--- src/rtl/rv32i_pkg.sv ---
// Shared RV32I definitions: opcodes, ALU and write-back select codes, and the
// control-unit state and instruction-class enums.
package rv32i_pkg;

  localparam logic [6:0] OP_R  = 7'b0110011;
  localparam logic [6:0] OP_L  = 7'b0000011;
  localparam logic [6:0] OP_I  = 7'b0010011;
  localparam logic [6:0] OP_S  = 7'b0100011;
  localparam logic [6:0] OP_B  = 7'b1100011;
  localparam logic [6:0] OP_LU = 7'b0110111;
  localparam logic [6:0] OP_AU = 7'b0010111;
  localparam logic [6:0] OP_J  = 7'b1101111;
  localparam logic [6:0] OP_JL = 7'b1100111;

  localparam logic [3:0] ALU_ADD  = 4'b0000;
  localparam logic [3:0] ALU_SUB  = 4'b1000;
  localparam logic [3:0] ALU_SLL  = 4'b0001;
  localparam logic [3:0] ALU_SLT  = 4'b0010;
  localparam logic [3:0] ALU_SLTU = 4'b0011;
  localparam logic [3:0] ALU_XOR  = 4'b0100;
  localparam logic [3:0] ALU_SRL  = 4'b0101;
  localparam logic [3:0] ALU_SRA  = 4'b1101;
  localparam logic [3:0] ALU_OR   = 4'b0110;
  localparam logic [3:0] ALU_AND  = 4'b0111;

  localparam logic [2:0] WB_ALU   = 3'd0;
  localparam logic [2:0] WB_MEM   = 3'd1;
  localparam logic [2:0] WB_IMM   = 3'd2;
  localparam logic [2:0] WB_PCIMM = 3'd3;
  localparam logic [2:0] WB_PC4   = 3'd4;

  typedef enum logic [2:0] {
    ST_FETCH,
    ST_DECODE,
    ST_EXE,
    ST_MEM_ADDR,
    ST_MEM_W,
    ST_MEM_R,
    ST_WB,
    ST_HALT
  } state_e;

  typedef enum logic [3:0] {
    CLS_R,
    CLS_I,
    CLS_L,
    CLS_S,
    CLS_B,
    CLS_LU,
    CLS_AU,
    CLS_J,
    CLS_JL,
    CLS_ILL
  } instr_class_e;

endpackage

--- src/rtl/mc_control_unit_if.sv ---
// Data-memory request/ready handshake between the control unit and memory.
interface mc_control_unit_if;
  logic dataReq;
  logic dataWe;
  logic dataReady;

  modport master (output dataReq, output dataWe, input dataReady);
  modport slave  (input dataReq, input dataWe, output dataReady);
endinterface

--- src/rtl/mc_control_unit_instr_decoder.sv ---
// Combinational RV32I decode: opcode/funct fields to datapath select signals
// and an instruction class used by the sequencing FSM.
module instr_decoder
  import rv32i_pkg::*;
(
  input  logic [31:0]  instrCode_i,
  output logic [3:0]   aluControl_o,
  output logic         aluSrcMuxSel_o,
  output logic [2:0]   RFWDSrcMuxSel_o,
  output logic         branch_o,
  output logic         jal_o,
  output logic         jalr_o,
  output instr_class_e cls_o
);

  logic [6:0] opcode;
  logic [2:0] f3;
  logic       f7b5;
  logic       unused_bits;

  assign opcode      = instrCode_i[6:0];
  assign f3          = instrCode_i[14:12];
  assign f7b5        = instrCode_i[30];
  assign unused_bits = ^{instrCode_i[31], instrCode_i[29:15], instrCode_i[11:7]};

  always_comb begin
    aluControl_o    = ALU_ADD;
    aluSrcMuxSel_o  = 1'b0;
    RFWDSrcMuxSel_o = WB_ALU;
    branch_o        = 1'b0;
    jal_o           = 1'b0;
    jalr_o          = 1'b0;
    cls_o           = CLS_ILL;
    unique case (opcode)
      OP_R: begin
        cls_o        = CLS_R;
        aluControl_o = {f7b5, f3};
      end
      OP_I: begin
        cls_o          = CLS_I;
        // Only the shift-right immediates carry the arithmetic/logical bit in f7.
        aluControl_o   = {(f3 == 3'b101) ? f7b5 : 1'b0, f3};
        aluSrcMuxSel_o = 1'b1;
      end
      OP_B: begin
        cls_o        = CLS_B;
        aluControl_o = {1'b0, f3};
        branch_o     = 1'b1;
      end
      OP_L: begin
        cls_o           = CLS_L;
        aluSrcMuxSel_o  = 1'b1;
        RFWDSrcMuxSel_o = WB_MEM;
      end
      OP_S: begin
        cls_o          = CLS_S;
        aluSrcMuxSel_o = 1'b1;
      end
      OP_LU: begin
        cls_o           = CLS_LU;
        RFWDSrcMuxSel_o = WB_IMM;
      end
      OP_AU: begin
        cls_o           = CLS_AU;
        RFWDSrcMuxSel_o = WB_PCIMM;
      end
      OP_J: begin
        cls_o           = CLS_J;
        RFWDSrcMuxSel_o = WB_PC4;
        jal_o           = 1'b1;
      end
      OP_JL: begin
        cls_o           = CLS_JL;
        RFWDSrcMuxSel_o = WB_PC4;
        jal_o           = 1'b1;
        jalr_o          = 1'b1;
      end
      default: cls_o = CLS_ILL;
    endcase
  end

endmodule

--- src/rtl/mc_control_unit.sv ---
// Multi-cycle RV32I control unit: sequences FETCH/DECODE/EXE and the
// load/store memory handshake, gating write and PC enables by state.
module mc_control_unit
  import rv32i_pkg::*;
(
  input  logic                      clk,
  input  logic                      reset,
  input  logic [31:0]               instrCode,
  output logic                      pcEn,
  output logic                      regFileWe,
  output logic [3:0]                aluControl,
  output logic                      aluSrcMuxSel,
  output logic [2:0]                RFWDSrcMuxSel,
  output logic                      branch,
  output logic                      jal,
  output logic                      jalr,
  output logic                      instrDone,
  output logic                      illegalInstr,
  mc_control_unit_if.master         dmem
);

  state_e       state_q, state_d;
  instr_class_e cls;
  logic         branch_dec, jal_dec, jalr_dec;
  logic         pcEn_q, regFileWe_q, dataReq_q, dataWe_q, illegal_q;
  logic         storeDone;

  instr_decoder u_dec (
    .instrCode_i     (instrCode),
    .aluControl_o    (aluControl),
    .aluSrcMuxSel_o  (aluSrcMuxSel),
    .RFWDSrcMuxSel_o (RFWDSrcMuxSel),
    .branch_o        (branch_dec),
    .jal_o           (jal_dec),
    .jalr_o          (jalr_dec),
    .cls_o           (cls)
  );

  always_comb begin
    state_d = state_q;
    unique case (state_q)
      ST_FETCH:  state_d = ST_DECODE;
      ST_DECODE: begin
        unique case (cls)
          CLS_R, CLS_I, CLS_B, CLS_LU, CLS_AU, CLS_J, CLS_JL: state_d = ST_EXE;
          CLS_L, CLS_S:                                       state_d = ST_MEM_ADDR;
          default:                                            state_d = ST_HALT;
        endcase
      end
      ST_EXE:      state_d = ST_FETCH;
      ST_MEM_ADDR: state_d = (cls == CLS_S) ? ST_MEM_W : ST_MEM_R;
      ST_MEM_W:    state_d = dmem.dataReady ? ST_FETCH : ST_MEM_W;
      ST_MEM_R:    state_d = dmem.dataReady ? ST_WB : ST_MEM_R;
      ST_WB:       state_d = ST_FETCH;
      ST_HALT:     state_d = ST_HALT;
      default:     state_d = ST_FETCH;
    endcase
  end

  // Enables are registered from the next state so they line up with state_q.
  always_ff @(posedge clk or posedge reset) begin
    if (reset) begin
      state_q     <= ST_FETCH;
      pcEn_q      <= 1'b0;
      regFileWe_q <= 1'b0;
      dataReq_q   <= 1'b0;
      dataWe_q    <= 1'b0;
      illegal_q   <= 1'b0;
    end else begin
      state_q     <= state_d;
      pcEn_q      <= (state_d == ST_EXE) || (state_d == ST_WB);
      regFileWe_q <= ((state_d == ST_EXE) && (cls != CLS_B)) || (state_d == ST_WB);
      dataReq_q   <= (state_d == ST_MEM_W) || (state_d == ST_MEM_R);
      dataWe_q    <= (state_d == ST_MEM_W);
      illegal_q   <= illegal_q || (state_d == ST_HALT);
    end
  end

  // A store retires in the same cycle memory accepts it, so this term cannot be registered.
  assign storeDone    = (state_q == ST_MEM_W) && dmem.dataReady;
  assign pcEn         = pcEn_q || storeDone;
  assign instrDone    = pcEn;
  assign regFileWe    = regFileWe_q;
  assign dmem.dataReq = dataReq_q;
  assign dmem.dataWe  = dataWe_q;
  assign illegalInstr = illegal_q;
  assign branch       = branch_dec && !reset;
  assign jal          = jal_dec && !reset;
  assign jalr         = jalr_dec && !reset;

endmodule

--- src/flat_wrapper.sv ---
// flat-port wrapper written by rule: the top's interface ports become plain ports
module mc_control_unit_flat import rv32i_pkg::*;
  (clk, reset, instrCode, pcEn, regFileWe, aluControl, aluSrcMuxSel, RFWDSrcMuxSel, branch, jal, jalr, instrDone, illegalInstr, dmem_dataReq, dmem_dataWe, dmem_dataReady);
  mc_control_unit_if dmem_i ();
  input  logic clk;
  input  logic reset;
  input  logic [31:0] instrCode;
  output logic pcEn;
  output logic regFileWe;
  output logic [3:0] aluControl;
  output logic aluSrcMuxSel;
  output logic [2:0] RFWDSrcMuxSel;
  output logic branch;
  output logic jal;
  output logic jalr;
  output logic instrDone;
  output logic illegalInstr;
  output wire logic [$bits(dmem_i.dataReq)-1:0] dmem_dataReq;
  output wire logic [$bits(dmem_i.dataWe)-1:0] dmem_dataWe;
  input wire logic [$bits(dmem_i.dataReady)-1:0] dmem_dataReady;
  assign dmem_dataReq = dmem_i.dataReq;
  assign dmem_dataWe = dmem_i.dataWe;
  assign dmem_i.dataReady = dmem_dataReady;
  mc_control_unit u_core (.clk(clk), .reset(reset), .instrCode(instrCode), .pcEn(pcEn), .regFileWe(regFileWe), .aluControl(aluControl), .aluSrcMuxSel(aluSrcMuxSel), .RFWDSrcMuxSel(RFWDSrcMuxSel), .branch(branch), .jal(jal), .jalr(jalr), .instrDone(instrDone), .illegalInstr(illegalInstr), .dmem(dmem_i));
endmodule
--- config.mk ---
export PLATFORM = sky130hd
export DESIGN_NAME = mc_control_unit_flat
export DESIGN_NICKNAME = d
export VERILOG_FILES = /design/src/rtl/rv32i_pkg.sv /design/src/rtl/mc_control_unit_if.sv /design/src/rtl/mc_control_unit_instr_decoder.sv /design/src/rtl/mc_control_unit.sv /design/src/flat_wrapper.sv
export SDC_FILE = /design/constraint.sdc
export NUM_CORES = 1
export LEC_CHECK = 0
export ABC_CLOCK_PERIOD_IN_PS = 1350
export CORE_MARGIN = 2
export CORE_UTILIZATION = 31
export CTS_CLUSTER_SIZE = 12
export DETAILED_ROUTE_END_ITERATION = 12
export MAX_ROUTING_LAYER = met4
export PLACE_DENSITY = 0.77
export SYNTH_ARGS = -nofsm -noshare
export SYNTH_HDL_FRONTEND = slang
export SYNTH_SLANG_ARGS = --single-unit
--- constraint.sdc ---
create_clock -name clk -period 1.35 [get_ports clk]
set_input_delay 0.27 -clock clk [delete_from_list [all_inputs] [get_ports clk]]
set_output_delay 0.27 -clock clk [all_outputs]
set_load 0.02 [all_outputs]
Word-level counts from Yosys, hierarchy flattened
Memories as Yosys holds them, arrays and structs flattened.
Index checks and enable logic that the tools add are counted.
{"block": "totals", "word_cells": 58, "mem_bits_ro": 32, "regBits": 8, "n_memories": 1, "output_inout_bits": 17}
{"block": "op_classes", "n_eq_ne": 24, "n_mux": 12, "reduce_logical": 15}
{"memory": "(no name shown)", "depth": 16, "word_bits": 2, "read_ports": 1, "rd_ports_with_merged_regs": 0, "wr": 0, "line_no": "mc_control_unit.sv:44", "source": "unique case (cls)"}
{"operator": "case mux 4 bit (9 select lines)", "n": 1}
{"operator": "== test 3 bit (second input constant)", "n": 9}
{"operator": "== test 7 x 6 -> 1 bit (second input constant)", "n": 3}
{"operator": "== test 7 bit (second input constant)", "n": 3}
{"operator": "case mux 3 bit (7 select lines)", "n": 1}
{"operator": "== test 7 x 5 -> 1 bit (second input constant)", "n": 2}
{"operator": "case mux 3 bit (4 select lines)", "n": 1}
{"operator": "case mux 4 bit (3 select lines)", "n": 1}
{"operator": "== test 3 x 2 -> 1 bit (second input constant)", "n": 3}
{"operator": "== test 7 x 2 -> 1 bit (second input constant)", "n": 1}
{"operator": "2-to-1 mux 1 bit", "n": 6}
{"operator": "logical AND 1 bit", "n": 5}
{"operator": "logical OR 1 bit", "n": 5}
{"operator": "== test 4 x 2 -> 1 bit (second input constant)", "n": 1}
{"operator": "!= test 4 x 3 -> 1 bit (second input constant)", "n": 1}
{"operator": "OR reduction 2 bit", "n": 2}
{"operator": "== test 3 x 1 -> 1 bit (second input constant)", "n": 1}
{"operator": "logical NOT 3 bit", "n": 1}
{"operator": "2-to-1 mux 3 bit", "n": 1}
{"operator": "OR reduction 3 bit", "n": 1}
{"operator": "2-to-1 mux 2 bit", "n": 1}
{"operator": "logical NOT 1 bit", "n": 1}

Logic depth before layout (Yosys ltp)
Gate-level depths: netlist (run 1).
{"block": "logic_depth", "ltp_word": 8, "mapped_depth": 5, "depth_no_buf": 4}

By module
Synthesis (run 1) repeated with hierarchy kept, for this count alone.
{"block": "hier_totals", "cells_unflattened": 85, "hier_area_um2": 733.2}
{"module": "mc_control_unit", "cells_per_inst": 42, "area_each_um2": 425.4, "n_inst": 1}
{"module": "instr_decoder", "cells_per_inst": 43, "area_each_um2": 307.8, "n_inst": 1}

Worst setup path before layout (run 1)
Ideal clock, no wire load.
{"block": "synth_timing", "path_type": "input-to-output", "start": "in instrCode[6]", "end": "out aluControl[3]", "setup_slack_ns": -0.323, "stages": 3, "required_time_ns": 1.080, "n_path_buf": 1, "arrival_ns": 1.403, "cell_sequence": "clkbuf_1 > nand2b_1 > nor4b_1"}
{"block": "synth_between", "elab_chain_len": 2}
{"item": "start, declared", "line_no": "flat_wrapper.sv:7", "source": "input logic [31:0] instrCode;"}
{"item": "== test 7 bit (tied with other cells)", "line_no": "mc_control_unit_instr_decoder.sv:34", "source": "unique case (opcode)"}
{"item": "case mux 4 bit (3 select lines) *", "line_no": "mc_control_unit_instr_decoder.sv:34"}
{"item": "end, declared", "line_no": "flat_wrapper.sv:10", "source": "output logic [3:0] aluControl;"}
Mark *: on every way between the ends. The rest lies on a longest branch, timed or not.

Worst setup path in the final report (run 1)
{"block": "layout_timing", "start": "in instrCode[3]", "end": "reg u_core.state_q[0]"}
{"block": "layout_between", "elab_chain_len": 5}
{"item": "== test 7 bit (tied with other cells)", "line_no": "mc_control_unit_instr_decoder.sv:34"}
{"item": "case mux 4 bit (9 select lines) *", "line_no": "mc_control_unit_instr_decoder.sv:34"}
{"item": "branches (longest 2 deep; another with memory read (16 x 2 bit))"}
{"item": "case mux 3 bit (7 select lines) *", "line_no": "mc_control_unit.sv:41", "source": "unique case (state_q)"}
{"item": "via u_core.state_d[0]", "line_no": "mc_control_unit.sv:22", "source": "state_e state_q, state_d;"}
{"item": "end signal, assigned", "line_no": "mc_control_unit.sv:70", "source": "state_q <= state_d;"}
{"item": "end, declared", "line_no": "mc_control_unit.sv:22"}
Mark *: on every way through the listed nets, which the timed path passes.

==> out/summary.txt, run 1 <==
row count - 16
Tmin final - 1390 ps
CP bufs+invs - 2
Mapped Nets - 106
Yosys reg bits - 8
power per cell area - 1130 nW/um^2
largest net degree at the start of global routing - 12
period utilization - 103%
Setup Viol. Count Final - 8
smallest setup slack after layout - -35.5 ps
CTS tree - built
Core ar. - 1900 um^2
synth top area cells - dfrtp_1, and2_1, nand4bb_4
Top FF cell, synth - dfrtp_1
GRT overflow - 0
Worst-Margin Slew - 321 ps
die span in y - 48.2 um
layout cell share with drive strength beyond 1 - 55.6%
drt total wl - 1910 um
syn_area_per_cell - 8.55 um^2
clk slew on worst S/H paths - 50 ps
routability congestion estimate - 0.848
Area Growth Syn to Fin - 99.6%
Cell Chain, Critical Path - buf_6, nand4bb_4, buf_6, or3_4, a221o_1, o211ai_2
die area - 2330 um^2
Max-Slew Margin vs Limit - 78.6%
Remaining DRCs - 0
cell mode on critical path - buf_6
Max Cap Viol - 0
register area - 200 um^2
DR WL/cell - 12.7 um
Setup crit start kind - input pin
H-tree depth - 1
Post-synth EDFFs - 0
Num CTS Buffers - 3
Crit Path Max Fanout - 5
clk sinks - 8
Antenna Cells - 0
Post-Route Setup TNS - -198 ps
Tot Pwr - 1.36 mW
antenna viol nets, final - 0
antenna violations before repair - 0
peak supply drop - 624 uV
vias in the first global route - 733
post-DP HPWL - 1430 um
clk buf depth - 2
CP top delay family - simple AND/OR/NAND/NOR gates
Data arrival, critical path - 1550 ps
number of distinct library cells after synthesis - 33
first-iteration detailed-routing DRC count - 2
RSZ-0062 raised after global routing - yes
Port Buf Inserts - 30
die width - 48.2 um
Seq/Total Area, Yosys - 33.0%
# nets final - 161
overall global routing resource usage - 18.6%
via count - 750
worst-skew pair later-pin latency - 240 ps
slowest CP cell - or3_4
asr flop ratio synth - 100%
Final Skew - 2.05 ps
DRT Pass-1 Iters - 4
cts hold-fix bufs - 0
final core utilization - 63.7%
critical path class - input pin to flip-flop
outcome - finished with violations
Hold Path Class - input pin to async pin
fmax - 0.722 GHz
IO Count - 52
max incr delay on CP - 330 ps
Warnings, synthesis - 0
area of the multi-input gates - 467 um^2
largest area contributor in the netlist - dfrtp_1
fill count - 159
post-synthesis cell count - 71
Final Hold Vio Count - 0
Final Max Slew Viols - 0
Critical Path Sink Type - flip-flop
DR vias/cell - 4.97
Root Driver - clkbuf_4
leakage power - 0.567 nW
wire length of the first global-routing pass - 2980 um
synthesized area - 607 um^2
WP data required - 1520 ps
Yosys top cell area share - 33.0%
failing checks - setup timing
initial core utilization - 31.9%
Yosys cell counts, types with 3 or more instances:
cell,count
and2_1,5
clkbuf_1,3
nor3_1,3
dfrtp_1,8
o31ai_1,3
o21ai_0,3
inv_1,6
nor2_1,4
nand2b_1,3
nand2_1,4
through the flow:
step / setup WS, ps / area (um^2) / hold slack [ps] / std cells
3_3_place_gp: -853 / 1080 / 463 / 143
3_5_place_dp: -887 / 1080 / 470 / 143
5_1_grt: -69.4 / 1210 / 338 / 151
6_report: -35.5 / 1210 / 302 / 151
4_1_cts: -32.5 / 1180 / 311 / 151
2_1_floorplan: -50.1 / 623 / 85.7 / 71
state kept, by name (all words and copies together) (netlist names):
register,count
u_core.dmem.dataReq,1
u_core.pcEn_q,1
u_core.dmem.dataWe,1
u_core.state_q,3
u_core.regFileWe,1
u_core.illegalInstr,1
worst paths after layout:
path	from	to	slack, ps	cells after the start
min in group clk	u_core.illegalInstr$_DFF_PP0_	u_core.illegalInstr$_DFF_PP0_	470	2
max in group asynchronous	reset	u_core.dmem.dataReq$_DFF_PP0_	810	3
max reg2reg	u_core.state_q[2]$_DFF_PP0_	u_core.dmem.dataWe$_DFF_PP0_	60	4
min reg2reg	u_core.illegalInstr$_DFF_PP0_	u_core.illegalInstr$_DFF_PP0_	470	2
max	instrCode[3]	u_core.state_q[0]$_DFF_PP0_	-40	6
min	reset	u_core.state_q[1]$_DFF_PP0_	300	3
cells in the final DEF (no fill, tap or decap), drive strengths merged:
master	count
o21ai	3
nor2	4
inv	6
nor3b	1
nand3	1
nand3b	1
o22a	1
nor2b	1
nand4	1
o211ai	2
o31ai	3
a21boi	2
nand2b	3
nor3	3
a41o	1
a21oi	2
or2	1
a221o	1
dlygate4sd2	9
and2	5
nor4b	2
a211oi	2
or3	2
xor2	1
nand2	4
clkbuf	3
clkdlybuf4s15	1
a31oi	2
nand4bb	1
buf	44
and3	2
dfrtp	8
nand4b	1
repair_timing:
action                                  4_1_cts  5_1_grt
endpoints found under the setup margin       23       18
pin swaps                                    17        6
gates cloned                                  0        0
resized for setup                           133       14
setup buffers                                 5        0
endpoints found under the hold margin         0        0
logic make-up after synthesis:
logic type	share of synthesized area, %
and+or+nand+nor	35.9
xor gates and xnor gates	1.44
AOI/OAI and AO/OA	22.9
buffers and inverters	6.80
DFF	33.0
area by class of cell:
type,instances,area share [%]
multi-input cells,53,38.5
repair buffers,54,38.4
flip-flops and latches,8,16.5
well taps,27,2.79
clock buffers,3,1.86
inverters,6,1.86
per-layer routing:
metal	vias up	global-route usage [%]	routed length [um]	share of wire [%]
li1	366	-	-	-
met1	352	18.1	697	36
met2	28	36.6	1080	56
met3	4	2.96	107	5.6
met4	0	5.41	26	1.4
met5	-	-	0	0
tightest hold or removal path, delay by kind of cell:
family | cells | cell delay, ps
buffers and inverters | 3 | 670
power breakdown:
part	leakage, nW	internal, mW	switching [mW]
Combinational	0.455	0.401	0.426
Sequential	0.0979	0.322	0.0380
Clock	0.0138	0.101	0.0754
Total	0.567	0.824	0.539
(Power assumes the default switching activity.)
==> run 2: changes to the inputs <==
--- a/config.mk
+++ b/config.mk
@@ -6,7 +6,6 @@
 export NUM_CORES = 1
 export LEC_CHECK = 0
 export ABC_CLOCK_PERIOD_IN_PS = 1350
-export CORE_MARGIN = 2
 export CORE_UTILIZATION = 31
 export CTS_CLUSTER_SIZE = 12
 export DETAILED_ROUTE_END_ITERATION = 12
==> run 2 against run 1 <==
The run still ends with setup timing left. Die area decreased by 8.1%. Combinational power decreased by 1%. First-iteration DRC count increased to 11 times the previous value. Critical endpoint is now aluControl[3]. Largest cell class unchanged.
==> out/summary.txt, run 2 (synthesis gave the netlist of run 1 again) <==
Core ar. - 1780 um^2
most common cell after layout, fill and taps aside - buf_4
Critical Path Sink Type - output pin
die area - 2140 um^2
Final Hold Vio Count - 0
failing checks - setup timing
DR WL/cell - 14.0 um
M1 WL - 780 um
Tmin final - 1390 ps
Antenna Cells - 0
GRT overflow - 0
Setup Viol. Count Final - 9
Cell Area, Placed - 1090 um^2
largest register by flop count - u_core.state_q
Remaining DRCs - 0
slowest CP cell - nor4b_2
area of the multi-input gates - 478 um^2
CP bufs+invs - 2
wire length of the first global-routing pass - 3140 um
top layer used by detailed routing - met4
smallest setup slack after layout - -41.1 ps
antenna viol nets, final - 0
antenna violations before repair - 0
Crit Path Max Fanout - 5
final core utilization - 68.2%
met2 wire len - 1140 um
Tot Pwr - 1.36 mW
period utilization - 103%
layout cell share with drive strength beyond 1 - 56.6%
Hold Path Class - input pin to async pin
fin area - 1220 um^2
DR vias/cell - 5.23
max incr delay on CP - 290 ps
Port Buf Inserts - 30
post-DP HPWL - 1440 um
outcome - finished with violations
cts hold-fix bufs - 0
peak supply drop - 552 uV
first-iteration detailed-routing DRC count - 22
Worst-Margin Slew - 322 ps
largest net degree at the start of global routing - 12
Data arrival, critical path - 1120 ps
metal3 WL - 128 um
fill count - 127
critical path class - input pin to output pin
Setup crit start kind - input pin
clk sinks - 8
clk slew on worst S/H paths - 50 ps
initial core utilization - 34.0%
Cell Chain, Critical Path - buf_6, nand4bb_4, nor4b_2, buf_4
Final Max Slew Viols - 0
die span in y - 46.2 um
routability congestion estimate - 0.796
leakage power - 0.580 nW
drt total wl - 2060 um
setup slack at placement - -869 ps
WP data required - 1080 ps
worst-skew pair later-pin latency - 250 ps
CTS tree - built
Max-Slew Margin vs Limit - 78.5%
reg2reg start - u_core.state_q[2]$_DFF_PP0_
power per cell area - 1120 nW/um^2
DRT Pass-1 Iters - 4
Area Growth Syn to Fin - 100%
row count - 15
vias in the first global route - 754
max reg flops - 3
# nets final - 159
die width - 46.2 um
Final Skew - 0.707 ps
CP top delay family - simple AND/OR/NAND/NOR gates
H-tree depth - 1
Num CTS Buffers - 3
overall global routing resource usage - 21.1%
clk buf depth - 2
most frequent cells in the layout - buf_4, buf_6, dlygate4sd2_1, dfrtp_1
via count - 769
crit path launch - instrCode[3]
RSZ-0062 raised after global routing - yes
register area - 200 um^2
Max Cap Viol - 0
Root Driver - clkbuf_4
fmax - 0.719 GHz
IO Count - 52
run 2: changes by cell type in the layout (fill, tap and decap cells not counted), moves of 2 or more:
cell	before	now
buf_2	7	4
nand2_1	4	2
nor3_2	3	1
nor3_4	0	2
run 2: timing repair:
action,4_1_cts,5_1_grt
hold endpoints to repair,0,0
pin swaps,12,13
buffers inserted,2,0
gates resized for setup,125,26
setup endpoints to repair,23,16
run 2: worst reg2reg max path, cell delays in order, from the launching register on:
cell and delay (ps):
dfrtp_1 370, buf_4 170, nand2b_1 160, or2_2 300, o31ai_1 200
run 2: worst paths after layout:
| kind | endpoint | slack (ps) | cells after the start |
|---|---|---|---|
| setup / recovery | aluControl[3] | -40 | 4 |
| hold / removal | u_core.dmem.dataWe$_DFF_PP0_ | 240 | 2 |
| setup reg to reg | u_core.dmem.dataWe$_DFF_PP0_ | 60 | 4 |
| hold reg to reg | u_core.illegalInstr$_DFF_PP0_ | 470 | 2 |
| max in group asynchronous | u_core.state_q[0]$_DFF_PP0_ | 880 | 2 |
| min in group clk | u_core.dmem.dataWe$_DFF_PP0_ | 440 | 4 |
run 2: layout make-up:
cell class / count / area share (%)
multi-input cells: 53 / 39.3
repair buffers: 52 / 38.0
flip-flops and latches: 8 / 16.5
well taps: 25 / 2.57
clock buffers: 3 / 1.85
inverters: 6 / 1.85
run 2: through the flow:
stage	instances	hold slack (ps)	TNS, ps
2_1_floorplan	71	85.7	-204
3_3_place_gp	143	462	-13120
3_5_place_dp	143	477	-13580
4_1_cts	148	182	-55.8
5_1_grt	147	247	-487
6_report	147	236	-143
run 2: routing by layer:
metal,global-route usage [%],vias to the layer above
met5,-,-
met4,4.12,0
met3,5.49,2
met2,40.6,40
met1,21.1,363
li1,-,364
run 2: power by group:
| group | internal, mW | switching (mW) |
|---|---|---|
| registers | 0.322 | 0.0354 |
| clock network | 0.102 | 0.0835 |
| logic | 0.393 | 0.424 |
| total | 0.817 | 0.543 |
==> run 3: changes to the inputs <==
--- a/config.mk
+++ b/config.mk
@@ -9,6 +9,7 @@
 export CORE_UTILIZATION = 31
 export CTS_CLUSTER_SIZE = 12
 export DETAILED_ROUTE_END_ITERATION = 12
+export HOLD_SLACK_MARGIN = 0.08
 export MAX_ROUTING_LAYER = met4
 export PLACE_DENSITY = 0.77
 export SYNTH_ARGS = -nofsm -noshare
==> results of run 3 <==
Final layout, timing and power as in run 2 (identical DEF).
